$ cat config.mk
export PLATFORM = sky130hd
export DESIGN_NAME = uart_rx_frame
export DESIGN_NICKNAME = d
export VERILOG_FILES = /design/src/rtl/uart_rx_frame.sv
export SDC_FILE = /design/constraint.sdc
export NUM_CORES = 1
export LEC_CHECK = 0
export ABC_AREA = 1
export CAP_MARGIN = 15
export CORE_UTILIZATION = 30
export DETAILED_ROUTE_END_ITERATION = 10
export PLACE_DENSITY_LB_ADDON = 0.05
export SYNTH_ARGS = -nofsm -noshare
export SYNTH_HDL_FRONTEND = slang
export SYNTH_SLANG_ARGS = --single-unit
$ cat constraint.sdc
create_clock -name clk -period 2.9 [get_ports clk]
set_input_delay 0.435 -clock clk [delete_from_list [all_inputs] [get_ports clk]]
set_output_delay 0.435 -clock clk [all_outputs]
set_load 0.02 [all_outputs]
$ cat src/rtl/uart_rx_frame.sv
// Parametrised UART receiver: synchronised input, 3-sample majority voting,
// optional parity, 1/2 stop bits, parity/framing error flags and break detection.
module uart_rx_frame #(
    parameter int unsigned DATA_BITS   = 8,
    parameter int unsigned STOP_BITS   = 1,
    parameter int unsigned SYNC_STAGES = 2
) (
    input  logic                 clk,
    input  logic                 resetN,
    input  logic [31:0]          clocksPerBit,
    input  logic [1:0]           parityMode,
    input  logic                 rxData,
    output logic                 rxDv,
    output logic [DATA_BITS-1:0] rxByte,
    output logic                 parityErr,
    output logic                 frameErr,
    output logic                 breakDet,
    output logic                 busy
);

    localparam logic [2:0] IDLE   = 3'd0;
    localparam logic [2:0] START  = 3'd1;
    localparam logic [2:0] DATA   = 3'd2;
    localparam logic [2:0] PARITY = 3'd3;
    localparam logic [2:0] STOP   = 3'd4;

    logic [SYNC_STAGES-1:0] sync_q;
    logic                   prev_q;
    logic                   rx_s;

    logic [2:0]           state_q, state_d;
    logic [31:0]          cpb_q, cpb_d;
    logic                 par_en_q, par_en_d;
    logic                 odd_q, odd_d;
    logic [31:0]          clk_cnt_q, clk_cnt_d;
    logic [3:0]           bit_cnt_q, bit_cnt_d;
    logic                 s0_q, s0_d;
    logic                 s1_q, s1_d;
    logic [DATA_BITS-1:0] shift_q, shift_d;
    logic                 par_mis_q, par_mis_d;
    logic                 stop_err_q, stop_err_d;
    logic                 seen_one_q, seen_one_d;
    logic                 rx_dv_q, rx_dv_d;
    logic [DATA_BITS-1:0] rx_byte_q, rx_byte_d;
    logic                 par_err_q, par_err_d;
    logic                 frame_err_q, frame_err_d;
    logic                 break_q, break_d;

    logic [31:0] mid;
    logic        at_lo, at_mid, at_res, at_end;
    logic        vote;
    logic [31:0] cnt_next;

    assign rx_s     = sync_q[SYNC_STAGES-1];
    assign mid      = (cpb_q - 32'd1) >> 1;
    assign at_lo    = (clk_cnt_q == mid - 32'd1);
    assign at_mid   = (clk_cnt_q == mid);
    assign at_res   = (clk_cnt_q == mid + 32'd1);
    assign at_end   = (clk_cnt_q == cpb_q - 32'd1);
    // Third sample is the live line, so the bit resolves combinationally at mid+1.
    assign vote     = (s0_q & s1_q) | (s0_q & rx_s) | (s1_q & rx_s);
    assign cnt_next = at_end ? '0 : clk_cnt_q + 32'd1;

    always_comb begin
        state_d     = state_q;
        cpb_d       = cpb_q;
        par_en_d    = par_en_q;
        odd_d       = odd_q;
        clk_cnt_d   = clk_cnt_q;
        bit_cnt_d   = bit_cnt_q;
        s0_d        = at_lo  ? rx_s : s0_q;
        s1_d        = at_mid ? rx_s : s1_q;
        shift_d     = shift_q;
        par_mis_d   = par_mis_q;
        stop_err_d  = stop_err_q;
        seen_one_d  = seen_one_q;
        rx_dv_d     = 1'b0;
        rx_byte_d   = rx_byte_q;
        par_err_d   = par_err_q;
        frame_err_d = frame_err_q;
        break_d     = break_q;

        case (state_q)
            IDLE: begin
                if (!rx_s && prev_q) begin
                    state_d    = START;
                    cpb_d      = (clocksPerBit < 32'd4) ? 32'd4 : clocksPerBit;
                    par_en_d   = (parityMode == 2'b01) || (parityMode == 2'b10);
                    odd_d      = (parityMode == 2'b01);
                    clk_cnt_d  = '0;
                    bit_cnt_d  = '0;
                    par_mis_d  = 1'b0;
                    stop_err_d = 1'b0;
                    seen_one_d = 1'b0;
                end
            end
            START: begin
                clk_cnt_d = cnt_next;
                if (at_res && vote) begin
                    state_d   = IDLE;
                    clk_cnt_d = '0;
                end else if (at_end) begin
                    state_d = DATA;
                end
            end
            DATA: begin
                clk_cnt_d = cnt_next;
                if (at_res) begin
                    // Shifting in from the MSB leaves the first (LSB) bit at index 0.
                    shift_d    = {vote, shift_q[DATA_BITS-1:1]};
                    seen_one_d = seen_one_q | vote;
                end
                if (at_end) begin
                    if (bit_cnt_q == 4'(DATA_BITS - 1)) begin
                        bit_cnt_d = '0;
                        state_d   = par_en_q ? PARITY : STOP;
                    end else begin
                        bit_cnt_d = bit_cnt_q + 4'd1;
                    end
                end
            end
            PARITY: begin
                clk_cnt_d = cnt_next;
                if (at_res) begin
                    par_mis_d  = vote != ((^shift_q) ^ odd_q);
                    seen_one_d = seen_one_q | vote;
                end
                if (at_end) state_d = STOP;
            end
            STOP: begin
                clk_cnt_d = cnt_next;
                if (at_res) begin
                    if (bit_cnt_q == 4'(STOP_BITS - 1)) begin
                        state_d     = IDLE;
                        clk_cnt_d   = '0;
                        bit_cnt_d   = '0;
                        rx_dv_d     = 1'b1;
                        rx_byte_d   = shift_q;
                        par_err_d   = par_en_q & par_mis_q;
                        frame_err_d = stop_err_q | ~vote;
                        break_d     = ~(seen_one_q | vote);
                    end else begin
                        stop_err_d = stop_err_q | ~vote;
                        seen_one_d = seen_one_q | vote;
                    end
                end else if (at_end) begin
                    bit_cnt_d = bit_cnt_q + 4'd1;
                end
            end
            default: begin
                state_d   = IDLE;
                clk_cnt_d = '0;
                bit_cnt_d = '0;
            end
        endcase
    end

    always_ff @(posedge clk or negedge resetN) begin
        if (!resetN) begin
            sync_q      <= '1;
            prev_q      <= 1'b1;
            state_q     <= IDLE;
            cpb_q       <= '0;
            par_en_q    <= 1'b0;
            odd_q       <= 1'b0;
            clk_cnt_q   <= '0;
            bit_cnt_q   <= '0;
            s0_q        <= 1'b0;
            s1_q        <= 1'b0;
            shift_q     <= '0;
            par_mis_q   <= 1'b0;
            stop_err_q  <= 1'b0;
            seen_one_q  <= 1'b0;
            rx_dv_q     <= 1'b0;
            rx_byte_q   <= '0;
            par_err_q   <= 1'b0;
            frame_err_q <= 1'b0;
            break_q     <= 1'b0;
        end else begin
            sync_q      <= {sync_q[SYNC_STAGES-2:0], rxData};
            prev_q      <= rx_s;
            state_q     <= state_d;
            cpb_q       <= cpb_d;
            par_en_q    <= par_en_d;
            odd_q       <= odd_d;
            clk_cnt_q   <= clk_cnt_d;
            bit_cnt_q   <= bit_cnt_d;
            s0_q        <= s0_d;
            s1_q        <= s1_d;
            shift_q     <= shift_d;
            par_mis_q   <= par_mis_d;
            stop_err_q  <= stop_err_d;
            seen_one_q  <= seen_one_d;
            rx_dv_q     <= rx_dv_d;
            rx_byte_q   <= rx_byte_d;
            par_err_q   <= par_err_d;
            frame_err_q <= frame_err_d;
            break_q     <= break_d;
        end
    end

    assign rxDv      = rx_dv_q;
    assign rxByte    = rx_byte_q;
    assign parityErr = par_err_q;
    assign frameErr  = frame_err_q;
    assign breakDet  = break_q;
    // Completion cycle already sits in IDLE, so busy stretches over the rxDv pulse.
    assign busy      = (state_q != IDLE) | rx_dv_q;

endmodule

[Word-level counts from Yosys, hierarchy flattened]
Index checks and enable logic that the tools add are counted.
Widths: inputs -> output; s select.
Word-level totals
  logic and storage cells: 120
  register bits: 101
  input port bits: 37
Cells by class
  reduce and logical (&&, ||, !) cells: 21
  $lt $le $gt $ge: 1
  mux-type cells: 37
  bitwise operators: 13
  eq/ne operators: 24
  add/subtract/negate cells: 5
Operators with widths (count)
  $mux 32: 6
  $pmux 32 s4: 1
  $eq 32x32->1: 3
  $add 31x1->32 const B: 1
  $add 32x1->32 const B: 1
  $eq 32x31->1: 1
  $lt 32x3->1 const B: 1
  $sub 31x1->32 const B: 1
  $sub 32x1->32 const B: 1
  $mux 3: 9
  $mux 4: 6
  $ne 2x2->1 const B: 8
  $pmux 4 s4: 1
  $pmux 3 s5: 1
  $mux 1: 10
  $reduce_and 5->1: 2
  $ne 3x3->1 const B: 3
  $reduce_xor 8->1: 1
  $reduce_and 7->1: 1
  $eq 3x2->1 const B: 2
  $reduce_and 3->1: 2
  $reduce_bool 3->1: 2
  $or 1x1->1: 5
  $add 4x1->4 const B: 1
  other kinds (21): 31

[Logic depth before layout (Yosys ltp)]
  depth after elaboration: 8
  gate-level depth with buffers: 27
  gate-level depth less buffers: 26

[Worst setup path before layout]
Ideal clock, no wire load.
  kind: register -> register
  start: register cpb_q[0]
  end: register clk_cnt_q[22]
  buffers on the path: 1
  setup slack: -0.142 ns
  required time: 2.767 ns
  cell stages (with the launch flop): 24
  arrival time: 2.909 ns
  library setup time: 0.133 ns
  clock period less this slack: 3.042 ns
  cell sequence: dfrtp_1 > inv_2 > ha_1 > nand2_1 > nand2_2 > ha_1 > nand3_1 > inv_1 > nand2_1 > nor2_4 > nand3_2 > nor2_2 > nand2_1 > nand2_1 > nand2_1 > nor2_1 > nand2_1 > nor2_4 > nand3_1 > nand2_1 > nand3_2 > buf_6 > nand2_1 > o21ai_0
Between the ends
  longest elaborated chain between the ends: 6
RTL lines
  start, declared: RTL line 32  | logic [31:0] cpb_q, cpb_d;
  start signal, assigned: RTL line 183  | cpb_q <= cpb_d;
  $sub 32x1->32 *: RTL line 55, 59
  $add 31x1->32 or $eq 32x32->1 (tied branches): RTL line 58, 59
  $eq 32x32->1 or $mux 32 (tied branches): RTL line 58, 62
  $logic_and 1x1->1 or $mux 32 (tied branches): RTL line 99, 133
  $mux 32 (on tied branches): RTL line 99, 132
  $pmux 32 s4 *: RTL line 83  | case (state_q)
  end signal, assigned: RTL line 186  | clk_cnt_q <= clk_cnt_d;
  end, declared: RTL line 35  | logic [31:0] clk_cnt_q, clk_cnt_d;
Mark *: on every way between the ends. The rest lies on a longest branch, timed or not.
A chain may end at the register's enable or synchronous reset.

[Final worst setup path]
  start: register cpb_q[1]
  end: register clk_cnt_q[8]
Same word-level chain as after synthesis.

==> results.yml <==
run_status:
  status: "finished, violations left"
  violations: "setup timing"
synth:
  synth.cell_area_um2: 10130
  seq_area_frac_synth_pct: 24.98
  netlist_instances: 1721
  ys_ff_latch: 101
  ys_warn_count: 0
  ys_types: 41
  avgSynthCellArea_um2: 5.887
  async_flop_share_pct: 100.0
  yosys.area.top_type_share_pct: 24.20
  synth_edf_count: 0
  synthesis.nets: 1766
  synth_ff_type: "dfrtp_1"
  yosys.area.top_type: "dfrtp_1"
  synth.area.top_cells: "dfrtp_1, nand2_1, nand3_1, nor2_1, inv_1"
grt:
  antenna_found_initial: 1
  grt_max_degree: 66
  overflow: 0
  grt_first_pass_wirelength_mm: 66.55
  grt_pass1_vias: 12370
  grt_use_total_pct: 25.43
power_and_ir_drop:
  p_total_mw: 14.02
  ir_drop_mv: 0.6992
  power_density_nw_per_um2: 904.6
  p_leak_nw: 7.587
drt:
  drt_iter0_drc: 766
  viasPerCell: 4.752
  avgRoutedWirePerCell_um: 16.17
  postRouteAntennaNets: 0
  drt_pass1_iterations: 5
  routed_wl_mm: 42.45
  num_vias: 12480
  drcViolationCount: 0
timing:
  finalHoldViolations: 0
  setup_viol: 64
  setup_tns_ns: -25.09
  layout_setup_ws_ns: -0.5019
  finalMaxSlewViolations: 0
  finalCriticalPeriod_ns: 3.402
  tightest_slew_ns: 0.6300
  rsz0062_at_grt: "true"
  layout_worst_path_cycle_share_pct: 117.3
  fmax_mhz: 294.0
  skew_ns: 0.01751
  relSlewSlack_pct: 57.85
place:
  gp_congestion: 0.9050
  pre_cts_ws_ns: -0.7358
  hpwl_mm: 34.44
  portBuffers: 49
setup_path:
  critPathArrivalTime_ns: 3.68
  worst_ep_required_time_ns: 3.17
  startpoint_type: "register"
  crit_fanout: 15
  crit_path_end_kind: "register"
  worst-setup-path-type: "register to register"
clocking:
  clk_latency_ns: 0.41
  clk_pin_slew_ns: 0.08
  cts_root_buf: "clkbuf_16"
  ctsHoldBuffers: 0
  cts_buffer_depth: 2
  h-tree-depth: 3
  clkSinkCount: 101
  cts_tree: "built"
  cts_buffers: 9
die:
  start_util_pct: 30.83
  die_w_um: 185.8
  row_count: 66
  num_io_pins: 50
  core_um2: 32870
  fp.dieArea_um2: 34510
  die_y_um: 185.8
min_path:
  hp-class: "input port to async pin"
finish:
  layout_common_cells: "nand2_1, buf_4, inv_1"
  drive_gt1_share_pct: 31.56
  fill_cells: 3547
  syn_to_final_growth_pct: 52.96
  fin_nets: 2223
  final_common_cell: "nand2_1"
  n_antenna_cell: 0
run:
  maxCapViolCount: 0
-- layout make-up --
type,instances,area [µm²],area share [%]
clock buffer,9,225.2,1.453
sequential,101,2540,16.39
tap,442,553.0,3.568
clock inverter,7,71.32,0.4602
inverter,216,813.3,5.247
multi-input combinational,1379,7455,48.10
timing repair buffer,471,3841,24.78
-- path summary, 6_finish.rpt --
| check | start | endpoint | slack, ns | depth (start not counted) |
|---|---|---|---|---|
| worst max-delay path | cpb_q[1] | clk_cnt_q[8] | -0.50 | 24 |
| worst min-delay path | resetN | cpb_q[29] | 0.007 | 1 |
| worst max register to register | cpb_q[1] | clk_cnt_q[8] | -0.50 | 24 |
| worst min register to register | sync_q[0] | sync_q[1] | 0.36 | 0 |
| max in group asynchronous | resetN | clk_cnt_q[0] | 2.17 | 2 |
| min in group clk | sync_q[0] | sync_q[1] | 0.36 | 0 |
-- synthesized netlist by cell type (15+ instances only) --
library cell  number
clkbuf_1          16
nor2_4            15
nand2_1          589
o21ai_0           70
nor2_1           202
xor2_1            59
nand3_1          155
inv_2             15
nor4_1            25
o21ai_1           36
nor2_2            24
nand2_2           27
nand4_1           62
inv_1            198
nor3_1            39
dfrtp_1           98
-- logic make-up after synthesis --
family                     count (synthesis)  share of synthesized area (%)
AOI/OAI and AO/OA                        126                          6.520
xor gates and xnor gates                  73                          6.310
adders and majority gates                  8                         0.9879
buffers and inverters                    242                          9.459
DFF                                      101                          24.98
and+or+nand+nor                         1171                          51.74
-- critical path, stage by stage (launching register included) --
cell,delay (ns)
dfrtp_1,0.42
inv_2,0.09
ha_4,0.18
nand2_4,0.09
nor2_8,0.17
buf_6,0.17
nand4_1,0.11
nand2_2,0.11
nand2_2,0.07
buf_4,0.14
nor2_1,0.09
nand2_1,0.09
nor2_4,0.14
nand2_1,0.08
nand2_2,0.10
nand2_1,0.06
nor2_1,0.10
nand2_1,0.09
nor2_4,0.22
nand3_2,0.13
nand2_2,0.12
nand3_4,0.14
clkbuf_16,0.23
nand2_1,0.06
o21ai_0,0.07
-- state kept, by name, indices dropped and copies added, names as in the netlist, 2 cells and up --
name,flops
clk_cnt_q,32
bit_cnt_q,4
state_q,3
rxByte,8
cpb_q,32
shift_q,8
sync_q,2
-- report_power, final --
| group | switching, mW | total (mW) | internal (mW) |
|---|---|---|---|
| combinational | 5.85 | 10.7 | 4.81 |
| clock | 0.707 | 1.32 | 0.614 |
| sequential | 0.335 | 2.04 | 1.70 |
| total | 6.90 | 14.0 | 7.12 |
-- stage by stage --
step	util, %	area [µm²]	hold WS, ns	instances
final	47.16	15500	0.007079	2625
after CTS	45.74	15030	0.03189	2601
after floorplan	-	10180	0.1394	1721
after detailed placement	42.71	14040	0.3491	2571
after global routing	47.16	15500	0.04423	2625
after global placement	42.71	14040	0.3469	2571
-- metal layers --
layer	track usage (%)	routed length, µm
met4	8.098	960
met1	33.17	19880
met3	2.661	1620
met5	0	0
met2	43.66	19980
-- what timing repair did --
action / in CTS / in global routing
pin swaps: 17 / 20
gates cloned: 4 / 2
buffers inserted: 10 / 22
gates resized for setup: 140 / 74
setup endpoints to repair: 64 / 64
endpoints found under the hold margin: 0 / 0
Note: power is estimated with default switching activity, not from simulation.
